## config.mk

```make
export PLATFORM = sky130hd
export DESIGN_NAME = bitrev_buffer
export DESIGN_NICKNAME = d
export VERILOG_FILES = /design/src/rtl/bitrev_buffer_pkg.sv /design/src/rtl/fft_sample_ram.sv /design/src/rtl/bitrev_buffer.sv
export SDC_FILE = /design/constraint.sdc
export NUM_CORES = 1
export LEC_CHECK = 0
export BUFFER_PORTS_ARGS = -buffer_cell sky130_fd_sc_hd__buf_2
export CAP_MARGIN = 20
export CORE_ASPECT_RATIO = 2
export CORE_MARGIN = 8
export CORE_UTILIZATION = 35
export CTS_CLUSTER_SIZE = 16
export DETAILED_ROUTE_END_ITERATION = 12
export PLACE_DENSITY = 0.61
export SKIP_CTS_REPAIR_TIMING = 1
export SLEW_MARGIN = 20
export SYNTH_ARGS = -nofsm -noshare
export SYNTH_HDL_FRONTEND = slang
export SYNTH_SLANG_ARGS = --single-unit
```

## constraint.sdc

```tcl
create_clock -name clk_i -period 6.3 [get_ports clk_i]
set_input_delay 1.26 -clock clk_i [delete_from_list [all_inputs] [get_ports clk_i]]
set_output_delay 1.26 -clock clk_i [all_outputs]
set_load 0.1 [all_outputs]
```

## src/rtl/bitrev_buffer_pkg.sv

```systemverilog
// Shared FFT definitions: default frame geometry, bank-state encoding and the
// bit-reversal helper used to address the reorder buffer.
package bitrev_buffer_pkg;

    localparam int unsigned LOG2N_DEFAULT      = 4;
    localparam int unsigned IN_WIDTH_DEFAULT   = 16;
    localparam int unsigned DATA_WIDTH_DEFAULT = 21;
    localparam int unsigned MAX_LOG2N          = 16;

    typedef enum logic {
        BankFill  = 1'b0,
        BankDrain = 1'b1
    } bank_state_e;

    // Reverses the low 'bits' bits of value; bits above that come back as zero.
    function automatic logic [MAX_LOG2N-1:0] bitrev(input logic [MAX_LOG2N-1:0] value,
                                                    input int unsigned bits);
        logic [MAX_LOG2N-1:0] v;
        logic [MAX_LOG2N-1:0] r;
        v = value;
        r = '0;
        for (int unsigned j = 0; j < MAX_LOG2N; j++) begin
            if (j < bits) begin
                r = {r[MAX_LOG2N-2:0], v[0]};
                v = v >> 1;
            end
        end
        return r;
    endfunction

endpackage

```

## src/rtl/fft_sample_ram.sv

```systemverilog
// Sample bank: one write port and one registered read port. The read register
// holds its value while re_i is low so a stalled output stays stable.
module fft_sample_ram #(
    parameter int unsigned ADDR_W = 4,
    parameter int unsigned WIDTH  = 42
) (
    input  logic              clk_i,
    input  logic              rst_i,
    input  logic              we_i,
    input  logic [ADDR_W-1:0] waddr_i,
    input  logic [WIDTH-1:0]  wdata_i,
    input  logic              re_i,
    input  logic [ADDR_W-1:0] raddr_i,
    output logic [WIDTH-1:0]  rdata_o
);

    localparam int unsigned DEPTH = 1 << ADDR_W;

    logic [WIDTH-1:0] mem_q [DEPTH];
    logic [WIDTH-1:0] rdata_q;

    always_ff @(posedge clk_i) begin
        if (we_i) begin
            mem_q[waddr_i] <= wdata_i;
        end
    end

    // Only the read register is cleared; memory contents survive reset.
    always_ff @(posedge clk_i) begin
        if (rst_i) begin
            rdata_q <= '0;
        end else if (re_i) begin
            rdata_q <= mem_q[raddr_i];
        end
    end

    assign rdata_o = rdata_q;

endmodule

```

## src/rtl/bitrev_buffer.sv

```systemverilog
// Natural-order to bit-reversed-order frame buffer feeding the FFT butterflies.
// Define BITREV_BUFFER_PINGPONG_EN for two banks (fill one while draining the other).
module bitrev_buffer
    import bitrev_buffer_pkg::*;
#(
    parameter int unsigned LOG2N      = LOG2N_DEFAULT,
    parameter int unsigned IN_WIDTH   = IN_WIDTH_DEFAULT,
    parameter int unsigned DATA_WIDTH = DATA_WIDTH_DEFAULT
) (
    input  logic                         clk_i,
    input  logic                         rst_i,
    input  logic                         in_valid_i,
    output logic                         in_ready_o,
    input  logic signed [IN_WIDTH-1:0]   in_re_i,
    input  logic signed [IN_WIDTH-1:0]   in_im_i,
    output logic                         out_valid_o,
    input  logic                         out_ready_i,
    output logic signed [DATA_WIDTH-1:0] out_re_o,
    output logic signed [DATA_WIDTH-1:0] out_im_o,
    output logic [LOG2N-1:0]             out_idx_o,
    output logic                         out_last_o
);

`ifdef BITREV_BUFFER_PINGPONG_EN
    localparam int unsigned NUM_BANKS = 2;
`else
    localparam int unsigned NUM_BANKS = 1;
`endif

    localparam int unsigned     RAM_W    = 2 * DATA_WIDTH;
    localparam logic [LOG2N-1:0] LAST_IDX = '1;
    localparam logic [LOG2N-1:0] IDX_ONE  = LOG2N'(1);

    bank_state_e bank_st_q [NUM_BANKS];

    logic [LOG2N-1:0] wr_cnt_q;
    logic             wr_bank_q;
    logic [LOG2N-1:0] nxt_idx_q;
    logic             nxt_bank_q;
    logic             out_bank_q;
    logic             out_valid_q;
    logic             out_last_q;
    logic [LOG2N-1:0] out_idx_q;

    logic             in_fire;
    logic             wr_done;
    logic             out_fire;
    logic             last_fire;
    logic             slot_free;
    logic             src_ready;
    logic             load;
    logic [LOG2N-1:0] rd_addr;
    logic [RAM_W-1:0] wdata;
    logic [RAM_W-1:0] rdata [NUM_BANKS];

    assign in_ready_o = (bank_st_q[wr_bank_q] == BankFill);
    assign in_fire    = in_valid_i && in_ready_o;
    assign wr_done    = in_fire && (wr_cnt_q == LAST_IDX);
    assign out_fire   = out_valid_q && out_ready_i;
    assign last_fire  = out_fire && out_last_q;
    assign slot_free  = !out_valid_q || out_ready_i;

    // A draining bank whose own last sample still sits in the output register has
    // nothing left to present; the bank completing its fill this cycle is ready now.
    always_comb begin
        src_ready = 1'b0;
        if (bank_st_q[nxt_bank_q] == BankDrain) begin
            src_ready = !(out_valid_q && (out_bank_q == nxt_bank_q) && (nxt_idx_q == '0));
        end
        if (wr_done && (wr_bank_q == nxt_bank_q)) begin
            src_ready = 1'b1;
        end
    end

    assign load    = slot_free && src_ready;
    assign rd_addr = LOG2N'(bitrev(MAX_LOG2N'(nxt_idx_q), LOG2N));
    assign wdata   = {DATA_WIDTH'(in_re_i), DATA_WIDTH'(in_im_i)};

    always_ff @(posedge clk_i) begin
        if (rst_i) begin
            for (int b = 0; b < NUM_BANKS; b++) begin
                bank_st_q[b] <= BankFill;
            end
            wr_cnt_q    <= '0;
            wr_bank_q   <= 1'b0;
            nxt_idx_q   <= '0;
            nxt_bank_q  <= 1'b0;
            out_bank_q  <= 1'b0;
            out_valid_q <= 1'b0;
            out_last_q  <= 1'b0;
            out_idx_q   <= '0;
        end else begin
            if (in_fire) begin
                wr_cnt_q <= wr_cnt_q + IDX_ONE;
                if (wr_done) begin
                    wr_bank_q <= (NUM_BANKS == 2) ? ~wr_bank_q : 1'b0;
                end
            end

            for (int b = 0; b < NUM_BANKS; b++) begin
                if (wr_done && (wr_bank_q == 1'(b))) begin
                    bank_st_q[b] <= BankDrain;
                end else if (last_fire && (out_bank_q == 1'(b))) begin
                    bank_st_q[b] <= BankFill;
                end
            end

            if (load) begin
                out_valid_q <= 1'b1;
                out_idx_q   <= nxt_idx_q;
                out_last_q  <= (nxt_idx_q == LAST_IDX);
                out_bank_q  <= nxt_bank_q;
                nxt_idx_q   <= nxt_idx_q + IDX_ONE;
                if (nxt_idx_q == LAST_IDX) begin
                    nxt_bank_q <= (NUM_BANKS == 2) ? ~nxt_bank_q : 1'b0;
                end
            end else if (out_fire) begin
                out_valid_q <= 1'b0;
                out_last_q  <= 1'b0;
            end
        end
    end

    for (genvar b = 0; b < NUM_BANKS; b++) begin : g_bank
        fft_sample_ram #(
            .ADDR_W (LOG2N),
            .WIDTH  (RAM_W)
        ) u_ram (
            .clk_i   (clk_i),
            .rst_i   (rst_i),
            .we_i    (in_fire && (wr_bank_q == 1'(b))),
            .waddr_i (wr_cnt_q),
            .wdata_i (wdata),
            .re_i    (load && (nxt_bank_q == 1'(b))),
            .raddr_i (rd_addr),
            .rdata_o (rdata[b])
        );
    end

    assign out_valid_o = out_valid_q;
    assign out_last_o  = out_last_q;
    assign out_idx_o   = out_idx_q;
    assign out_re_o    = rdata[out_bank_q][RAM_W-1:DATA_WIDTH];
    assign out_im_o    = rdata[out_bank_q][DATA_WIDTH-1:0];

endmodule

```

* Yosys cells after proc, flatten, opt, wreduce, memory -nomap -nowiden *
Memory sizes are Yosys's and may differ from the RTL's. A register that Yosys moved wholly into a read port is not among the register bits.
Cells that the tools add are included.

storage, ports and cells
  output and inout bits = 49
  bits in writable memories = 673
  memories kept = 2
  register bits after elaboration = 14
  input port bits = 36

operators by class
  reductions and logical operators = 13
  bitwise logic cells = 1
  eq/ne operators = 2
  add/subtract/negate cells = 2
  muxes and demuxes = 20

memory list
  memory                 words  width  read ports  clocked after Yosys merged registers in  wr ports  line                  source
  g_bank[0].u_ram.mem_q  16     42     1           1                                        1         fft_sample_ram.sv:19  logic [WIDTH-1:0] mem_q [DEPTH];
  bank_st_q              1      1      1           0                                        1         bitrev_buffer.sv:34   bank_state_e bank_st_q [NUM_BANKS];

operators with widths
  operator               count
  $mux W1                20
  $add A4 B1 Y4 const B  2
  $eq A4 B4 Y1 const B   2
  $logic_and A1 B1 Y1    6
  $logic_not A4 Y1       1
  $logic_not A1 Y1       2
  $reduce_bool A2 Y1     1
  $reduce_or A1 Y1       2
  $logic_or A1 B1 Y1     1
  $not A1 Y1             1

* Logic depth before layout (Yosys ltp) *
Gate-level depths: netlist (run 1).
An unclocked memory read counts as a cell.

  depth after elaboration = 10
  depth in mapped cells = 9
  depth with buffers taken out = 6

* Hierarchy *
A second synthesis (run 1) with hierarchy kept.

second synthesis, totals
  cell total of the unflattened synthesis = 1669
  area total of the unflattened synthesis = 28005.6 sq um

by module, submodules not included
  module          area each (sq um)  cells an instance  sequential area each (sq um)  times used
  fft_sample_ram  27293.7            1587               21020.2                       1
  bitrev_buffer   711.9              82                 310.3                         1

* Worst setup path after synthesis (run 1) *
OpenSTA, ideal clock, no wires.

  path kind = input port to flip-flop
  start point = input in_valid_i
  end point = memory g_bank[0].u_ram.mem_q[0][0] (enable)
  stages = 4
  data arrival time = 3.941 ns
  setup slack = 1.898 ns
  buffers on the path = 1
  data required time = 5.839 ns
  path through = nor2b_1 -> clkbuf_1 -> nand2_1 -> nor3_1

on the way
  word-level cells in the longest chain between the ends = 3

ends and longest elaborated chain
  what                           line                  source
  start: declaration             bitrev_buffer.sv:12   input logic in_valid_i,
  $logic_and A1 B1 Y1            bitrev_buffer.sv:57   assign in_fire = in_valid_i && in_ready_o;
  $mux W1                        fft_sample_ram.sv:23  if (we_i) begin
  $mux W1 (implied by the code)  fft_sample_ram.sv:24  mem_q[waddr_i] <= wdata_i;
  end: declaration               fft_sample_ram.sv:19

Every way passes these cells.

* Worst setup path after layout (run 1) *
  start point = register nxt_idx_q[2]
  end point = register g_bank[0].u_ram.rdata_q[6], read port of g_bank[0].u_ram.mem_q

on the way
  word-level cells in the longest chain between the ends = 6

ends and longest elaborated chain
  what                      line                  source
  start: declaration        bitrev_buffer.sv:38   logic [LOG2N-1:0] nxt_idx_q;
  start signal: assignment  bitrev_buffer.sv:113  nxt_idx_q <= nxt_idx_q + IDX_ONE;
  $logic_not A4 Y1          bitrev_buffer.sv:68   src_ready = !(out_valid_q && (out_bank_q == nxt_bank_q) && (nxt_idx_q == '0));
  $logic_and A1 B1 Y1       bitrev_buffer.sv:68
  $logic_not A1 Y1          bitrev_buffer.sv:68
  $mux W1                   bitrev_buffer.sv:67   if (bank_st_q[nxt_bank_q] == BankDrain) begin
  $mux W1                   bitrev_buffer.sv:70   if (wr_done && (wr_bank_q == nxt_bank_q)) begin
  $logic_and A1 B1 Y1       bitrev_buffer.sv:75   assign load = slot_free && src_ready;
  end: declaration          fft_sample_ram.sv:20  logic [WIDTH-1:0] rdata_q;

Several ways; a longest one is shown, not always the timed one.
A chain may end at the register's enable or synchronous reset.

==> results.txt, run 1 <==
The initial cell density of the core is 35.34%. The share of Yosys cell area claimed by the top area cell type came out at 71.81%. The run gives 24290 sq um as the final design area excluding fillers. After global routing the overflow that remains totals 0. The routed design has 48010 um of wire.

The ratio of final minimum period to clock period was 51.36%. For this run, the post-layout net count is 1137. The run gives 76.10% as the part of the Yosys area used for sequential elements. The number of register bits inferred by synthesis was 559.

Across all register-to-register paths, the minimum setup slack is 3.06 ns. The count of buffers inserted at the top-level ports works out to 84. Compared with the post-synthesis result, the final layout area differs by 13.24%. The number of cells on the worst reg-to-reg path is 5. VDD sags by at most 0.0001890 V. The most used flip-flop cell after synthesis is sky130_fd_sc_hd__edfxtp_1.

After floorplanning, the core was divided into 128 placement rows. The share of synthesized registers carrying an async set or reset is 0%, and the number of antenna violations at the first check in global routing is 4. The clock passes through at most 3 buffers. The tree built by TritonCTS fans out to 559 sinks. STA classifies the critical path endpoint as a register. For the final routed database, the setup TNS stands at 0 ns.

Across the run, the number of max-cap violations was 0. Using the TritonRoute via totals, the vias-per-cell ratio works out to 5.220. In this run the critical register-to-register path is captured at g_bank[0].u_ram.rdata_o[6]. The tools report the number of nets in the synthesized netlist as 1047. For the leakage power figure, the log shows 7.853 nW.

TritonCTS built the clock tree. In this run the power density over the cells is 297.4 nW/um^2. Setup repair after global routing left no endpoint under its margin. Sorting the synthesized cells by area gives the leading types as sky130_fd_sc_hd__edfxtp_1 (72%), sky130_fd_sc_hd__mux4_2 (13%), sky130_fd_sc_hd__dfxtp_1 (4.3%), sky130_fd_sc_hd__mux2i_1 (3.0%), sky130_fd_sc_hd__o221ai_1 (1.3%). The level count of the clock H-tree was 2; the initial DRC count was 773. After legalization and detailed placement, the total HPWL measured 27250 um.

The tree is rooted in a sky130_fd_sc_hd__clkbuf_16. The Yosys step of the flow raised 0 warnings. Number of pins exceeding their max-slew limit in the final report: 0.

The startpoint identified for the worst hold timing path is out_idx_o[3]. The number of buffers inserted during clock tree synthesis came out at 44. The slowest stage of the critical path belongs to the cell sky130_fd_sc_hd__dfxtp_4.

In this run the worst path has a maximum fanout of 39. The run gives 5274 as the final-layout fill cell count. The required time of the critical path was 6.71 ns. Capturing instance or port of the critical path: g_bank[0].u_ram.rdata_o[6]. Averaged over all synthesized cells, the footprint is 21.35 sq um. For the number of remaining DRC errors, the log shows 0. The die covers 69950 sq um.

The tools report the total design power as 7.224 mW. For this run, the total global-route usage over all layers was measured as 13.66%. sky130_fd_sc_hd__edfxtp_1 takes more of the synthesized area than any other cell. Once placement finished, the instance area stood at 22900 sq um. The worst setup path is launched from a register.

The run gives 1911 as the number of non-filler instances in the completed layout. Path category of the worst min-delay check: register to register. The first global-routing pass estimated 71150 um of wire.

The run finished with clean final reports. The average wire per standard cell was 25.12 um; the area of the core was 60700 sq um. Fmax: 309.0 MHz. Counting instances, the worst hold path has a depth of 2.

Cells with a size suffix above 1 make up 28.81% of the layout. At the end of routability-driven placement, the weighted congestion stood at 0.7013. The critical path starts at nxt_idx_q[2]. In this run, synthesis inferred 513 flip-flops with an integrated enable. The worst relative slew slack came out at 29.11%. Maximum number of pins on one net before global-route repair: 64. Pin placement for this block handled 85 I/O pins. The slew of the pin with the lowest slew margin is 1.058 ns. The setup path with the least slack is of type register to register. The final route contains 9976 vias.

The critical register-to-register path startpoint is nxt_idx_q[2]. The gate count of the mapped netlist was 1005. Between clock sinks in the finished design, the worst skew comes to 0.01430 ns.

The unique cell type count in the Yosys netlist was 36. The number of global-route vias before repair was 10734. The post-layout minimum cycle time works out to 3.236 ns.

For this run, the slowest stage of the critical path takes 0.84 ns. The signal on the critical path passes through buf_4 -> buf_4 -> mux4_2 -> mux2i_1 -> o221ai_1. The signal arrival time at the worst endpoint is 3.64 ns. The synthesized netlist occupies a cell area of 21450 sq um. The clock network latency to the later pin of the worst-skew pair was 0.56 ns.

Width of the die: 191.1 um. The logs give 0 for the hold violation total from the final report and 0 for the number of antenna-violating nets in the routed design. The clock transition at the register clock pins on the worst setup and hold paths after CTS was 0.07 ns.

Cell occurring most often along the worst timing path: sky130_fd_sc_hd__buf_4. The total setup violations reported at the end of the flow was 0. From bottom edge to top edge, the die measures 366.1 um. The first TritonRoute pass finished after 6 iterations. The logs give 1829 for the number of placed cells counting well taps and 0.5146 ns for the worst slack on hold paths.
[final cells by class]
cell class                      count  area (sq um)  share of cell area, %
Antenna cell                        3         7.507                0.03090
Clock buffer                       62          1230                  5.063
Clock inverter                     17         156.4                 0.6438
Inverter                            6         25.02                 0.1030
Multi-Input combinational cell    370          4825                  19.86
Sequential cell                   559         16330                  67.23
Tap cell                          780         975.9                  4.017
Timing Repair Buffer              114         740.7                  3.049
[layout by cell type (no fill, tap or decap), types with 10 or more instances in the layout]
| cell | Yosys | final |
|---|---|---|
| sky130_fd_sc_hd__dfxtp_1 | 46 | 44 |
| sky130_fd_sc_hd__buf_2 | 27 | 84 |
| sky130_fd_sc_hd__clkbuf_16 | 0 | 45 |
| sky130_fd_sc_hd__clkbuf_1 | 19 | 13 |
| sky130_fd_sc_hd__buf_4 | 12 | 23 |
| sky130_fd_sc_hd__nor2b_1 | 35 | 34 |
| sky130_fd_sc_hd__nor2_4 | 0 | 12 |
| sky130_fd_sc_hd__a21oi_1 | 10 | 10 |
| sky130_fd_sc_hd__edfxtp_1 | 513 | 513 |
| sky130_fd_sc_hd__o221ai_1 | 32 | 32 |
| sky130_fd_sc_hd__mux2i_1 | 64 | 64 |
| sky130_fd_sc_hd__o21ai_0 | 32 | 32 |
| sky130_fd_sc_hd__mux4_2 | 128 | 128 |
[metrics by stage]
| step | utilization, % | worst slack (ns) |
|---|---|---|
| 2_1_floorplan | - | 1.898 |
| 3_3_place_gp | 37.52 | 2.498 |
| 3_5_place_dp | 37.73 | 2.515 |
| 4_1_cts | 40.01 | 2.905 |
| 5_1_grt | 40.01 | 2.732 |
| 6_report | 40.02 | 3.064 |
[registers in the layout, summed over array words and instances, names as in the netlist]
signal and cells:
nxt_idx_q 4, wr_cnt_q 4, out_valid_o 1, g_bank.u_ram.rdata_o 32, g_bank.u_ram.mem_q 512, out_idx_o 4, bank_st_q 1, out_last_o 1
[synth_stat cells, drive strengths merged (5+ instances only)]
library cell / n
nand3: 8
o221ai: 32
o21ai: 39
dfxtp: 46
mux2i: 64
a21oi: 10
nor2: 20
inv: 6
nor3: 5
nor2b: 35
ha: 6
buf: 51
edfxtp: 513
mux4: 128
clkbuf: 19
[where the power goes]
| part | total (mW) | internal [mW] | switching (mW) |
|---|---|---|---|
| Combinational | 0.390 | 0.102 | 0.288 |
| Sequential | 4.10 | 4.08 | 0.0206 |
| Clock | 2.73 | 1.49 | 1.24 |
| Total | 7.22 | 5.67 | 1.55 |
[worst min-delay path by stage]
stage,endpoint,slack [ns]
after floorplan,out_idx_o[3],0.47
after global placement,out_last_o,0.48
after detailed placement,out_idx_o[3],0.52
after CTS,out_idx_o[3],0.53
after global routing,out_idx_o[3],0.57
final,out_idx_o[3],0.51
[cell families (layout without fill, tap and decap cells)]
family | count (synthesis) | in the layout | share of synthesized area [%]
AO/OA/AOI/OAI | 86 | 86 | 2.764
flip-flops | 559 | 559 | 76.10
adder cells (fa/ha/maj) | 6 | 6 | 0.3499
multiplexers | 193 | 193 | 16.48
AND/OR/NAND/NOR | 82 | 82 | 2.175
other | 0 | 3 | 0
buffers and inverters | 76 | 199 | 2.012
XOR/XNOR | 3 | 3 | 0.1225
[layer usage]
metal | track usage [%] | vias up | part of all wire [%]
li1 | - | 4330 | -
met1 | 15.89 | 5331 | 38
met2 | 24.93 | 235 | 54
met3 | 2.084 | 78 | 4.3
met4 | 4.843 | 2 | 2.9
met5 | 0 | - | 0.017
[worst max-delay path: cells and delay by family, from the launching register on]
family,cells,cell delay (ns)
flops,1,0.84
mux,2,0.78
buf+inv,2,1.21
compound gates,1,0.16
Note: power is estimated with default switching activity, not from simulation.
==> inputs of run 2 (changes only) <==
--- a/config.mk
+++ b/config.mk
@@ -5,6 +5,7 @@
 export SDC_FILE = /design/constraint.sdc
 export NUM_CORES = 1
 export LEC_CHECK = 0
+export ABC_AREA = 1
 export BUFFER_PORTS_ARGS = -buffer_cell sky130_fd_sc_hd__buf_2
 export CAP_MARGIN = 20
 export CORE_ASPECT_RATIO = 2
@@ -12,7 +13,7 @@
 export CORE_UTILIZATION = 35
 export CTS_CLUSTER_SIZE = 16
 export DETAILED_ROUTE_END_ITERATION = 12
-export PLACE_DENSITY = 0.61
+export PLACE_DENSITY = 0.63
 export SKIP_CTS_REPAIR_TIMING = 1
 export SLEW_MARGIN = 20
 export SYNTH_ARGS = -nofsm -noshare
==> constraint.sdc (replaced) <==
create_clock -name clk_i -period 2.85 [get_ports clk_i]
set_input_delay 0.57 -clock clk_i [delete_from_list [all_inputs] [get_ports clk_i]]
set_output_delay 0.57 -clock clk_i [all_outputs]
set_load 0.1 [all_outputs]
==> results.txt, run 2 <==
After synthesis, the most frequently instantiated cells are sky130_fd_sc_hd__nand2_1 (1135), sky130_fd_sc_hd__edfxtp_1 (513), sky130_fd_sc_hd__inv_1 (368). The worst hold path passes through 4 cells. The unique cell type count in the Yosys netlist was 29.

Once layout is complete, the cells apart from fillers number 3473. The tools report the overall track demand over capacity in global routing as 14.83%. The initial cell density of the core came out at 35.14%. The iteration count of the initial detailed-routing pass was 5; the total setup violations reported at the end of the flow was 0.

Post-synthesis cell type with the largest combined area: sky130_fd_sc_hd__edfxtp_1. The total power density per cell area was 617.9 nW/um^2. In this run the critical register-to-register path is launched from nxt_idx_q[0].

The tools report the master cell of the clock root buffer as sky130_fd_sc_hd__clkbuf_16. The run gives 53 as the number of buffers inserted during clock tree synthesis. The worst reg2reg path depth works out to 13. In this run the number of H-tree levels came out at 2.

The total wire length after detailed routing came out at 59390 um. The die footprint was 78930 sq um; the first-pass GRT wire length was 92170 um. The worst register-to-register path has a setup slack of 0.46 ns. For this run, the post-layout net count is 2572.

For the worst-skew pair, the clock arrives at the later sink with an insertion delay of 0.60 ns. The classification of the worst setup path was register to register. Of the cells placed in the final design, the portion with a size suffix greater than 1 is 11.25%.

Data on the critical path is required at its endpoint by 3.38 ns. Ratio of final minimum period to clock period: 83.83%. Leakage power figure: 12.25 nW. The worst relative slew slack was 35.46%. For hold timing, the worst endpoint is out_last_o.

The worst setup path is captured at a register. The clock arrives with 0.01847 ns of skew. Relative to the synthesized area, the layout overhead comes to 13.10%. The die is 389.4 um tall.

After detailed routing, the number of vias per cell comes to 4.658. Number of nets in the synthesized netlist: 2525. In the routed design, unresolved DRC markers number 0. For the number of max-cap violations, the log shows 0. For the weighted congestion reported at the end of routability-driven placement, the log shows 0.8377.

Setup repair after global routing left no endpoint under its margin. In this run the remaining antenna-violating nets after routing total 0. The flip-flop count of the largest register after layout came out at 512. The tools report the worst min-delay path startpoint as out_ready_i. The number of enable-type register cells in the synthesized netlist is 513. The width of the die is 202.7 um.

The tightest min-delay check is of the input port to register type. Of the total power, the clock network draws 40.9%. The repair_antennas step left the layout with diodes totalling 0. For this run, the leading register cell type out of synthesis is sky130_fd_sc_hd__edfxtp_1.

After detailed placement, the design holds a cell count of 3378. Row generation in the floorplan step produced 137 rows. The logs give 5.7% for the power share of the combinational group and 85 for the total I/O pin count. Counting along the longest clock path gives a buffer depth of 3. Hold timing on the final database bottoms out at a slack of 0.3242 ns. Most frequent cell after synthesis: sky130_fd_sc_hd__nand2_1. Summed over all failing endpoints, the final setup total negative slack is 0 ns.

In the layout the commonest cells are sky130_fd_sc_hd__nand2_1 (1135), sky130_fd_sc_hd__edfxtp_1 (513), sky130_fd_sc_hd__inv_1 (365), sky130_fd_sc_hd__nand3_1 (171), sky130_fd_sc_hd__buf_2 (84). In this run the mean area of a mapped cell was 9.826 sq um. Along the worst path, the maximum fanout reaches 40. The hold violation total from the final report was 0; the post-layout minimum cycle time was 2.389 ns. Sequential elements use 66.91% of the synthesized area. The peak ir drop on the vdd network was 0.0005184 V; the maximum number of pins on one net before global-route repair was 126. The switching component of the power came out at 3.831 mW.

Summing internal, switching and leakage power gives 17.05 mW. After routing the design area is 27590 sq um. The number of antenna violations at the first check in global routing is 0, and the gate count of the mapped netlist is 2483. Of the total power, registers draw 53.4%.

The worst setup path is launched from a register. TritonCTS built the clock tree. In this run the cell area measured after placement is 25890 sq um. The area of the core was 69420 sq um; the number of global-route vias before repair was 15934. The number of pins exceeding their max-slew limit in the final report came out at 0. In the synthesized netlist the async set-or-reset flop fraction comes to 0%. Yosys printed 0 warnings. After synthesis, the cell types taking the most area are sky130_fd_sc_hd__edfxtp_1 (63%), sky130_fd_sc_hd__nand2_1 (17%), sky130_fd_sc_hd__inv_1 (5.7%), sky130_fd_sc_hd__dfxtp_1 (3.8%), sky130_fd_sc_hd__nand3_1 (3.5%). For the total congestion overflow, the log shows 0. In this run the critical register-to-register path is captured at g_bank[0].u_ram.rdata_o[40]. The most common library cell in the layout ignoring fill and taps was sky130_fd_sc_hd__nand2_1. The share of Yosys cell area claimed by the top area cell type came out at 63.14%.

The number of register bits inferred by synthesis is 559, and the cell area after technology mapping is 24400 sq um. The tools report the total clock sinks as 559. The flow ran to the end, and the final reports show no timing, DRC or antenna violations.

The top register by number of flip-flops is g_bank.u_ram.mem_q. Detailed routing inserted a total of 16177 vias. The signal arrival time at the worst endpoint is 2.92 ns. Net switching is 22.47% of the power.

Dividing the detail-routed wire length by the instance count gives 17.10 um. The fmax was 418.6 MHz; the initial DRC count was 1133. At the pin with the least slew margin, the transition time is 0.9680 ns. The tools report the launching instance or port of the critical path as nxt_idx_q[0]. The count of buffers inserted at the top-level ports works out to 84. After clock tree synthesis, the clock-pin slew on the worst setup and hold paths is 0.06 ns. The cell-internal power came out at 13.22 mW.

Detailed placement ended at an HPWL of 33310 um.
-- run 2: through the flow --
stage,setup WS [ns],utilization (%)
global route,0.2612,39.75
detailed placement,0.4726,37.29
CTS,0.4965,39.75
floorplan,0.04154,-
finish,0.4609,39.75
global placement,0.5214,37.29
-- run 2: how the worst max path moves through the flow --
stage	to	slack, ns	cells after the start
6_report	g_bank[0].u_ram.rdata_o[40]	0.46	13
3_3_place_gp	g_bank[0].u_ram.rdata_o[0]	0.52	12
5_1_grt	g_bank[0].u_ram.rdata_o[20]	0.26	13
2_1_floorplan	g_bank[0].u_ram.mem_q[11][0]	0.04	6
4_1_cts	g_bank[0].u_ram.rdata_o[0]	0.50	13
3_5_place_dp	g_bank[0].u_ram.rdata_o[29]	0.47	11
-- run 2: layout make-up --
| cell class | instances | area, sq um |
|---|---|---|
| Clock buffer | 73 | 1491 |
| Sequential cell | 559 | 16330 |
| Fill cell | 6707 | 41830 |
| Multi-Input combinational cell | 1427 | 6092 |
| Timing Repair Buffer | 116 | 923.4 |
| Tap cell | 903 | 1130 |
| Inverter | 373 | 1408 |
| Clock inverter | 22 | 215.2 |
-- run 2: routing by layer --
layer / vias to the layer above / global-route usage, % / part of all wire [%]
met5: - / 0 / 0
met4: 0 / 4.048 / 2.2
met3: 87 / 2.628 / 6.5
met2: 534 / 24.85 / 48
met1: 7703 / 19.53 / 43
li1: 7853 / - / -
-- run 2: power groups by stage --
stage / Combinational, mW / Clock [mW] / Sequential [mW]
floorplan: 0.424 / 0 / 9.50
global placement: 0.976 / 0 / 9.27
detailed placement: 0.984 / 0 / 9.27
CTS: 0.986 / 7.11 / 9.09
global route: 1.05 / 7.38 / 9.10
finish: 0.979 / 6.97 / 9.10
-- run 2: worst max-delay path, cell delays in order (launching register included) --
cell and delay (ns):
sky130_fd_sc_hd__dfxtp_1 0.52, sky130_fd_sc_hd__inv_2 0.12, sky130_fd_sc_hd__ha_1 0.20, sky130_fd_sc_hd__nand2_1 0.06
sky130_fd_sc_hd__inv_1 0.04, sky130_fd_sc_hd__nand2_1 0.04, sky130_fd_sc_hd__nand2_1 0.08, sky130_fd_sc_hd__nand2_4 0.10
sky130_fd_sc_hd__nand2_8 0.24, sky130_fd_sc_hd__nor2_8 0.55, sky130_fd_sc_hd__nand2_1 0.17, sky130_fd_sc_hd__nand3_2 0.10
sky130_fd_sc_hd__nand2_1 0.05, sky130_fd_sc_hd__inv_1 0.06
-- run 2: cells by family (layout without fill, tap and decap cells) --
group                      after synthesis  count (layout)  share of synthesized area, %
AOI/OAI and AO/OA                       19              19                        0.3897
and+or+nand+nor                       1401            1401                         23.77
buffers and inverters                  497             584                         8.579
DFF                                    559             559                         66.91
xor gates and xnor gates                 1               1                       0.03590
adders and majority gates                6               6                        0.3077
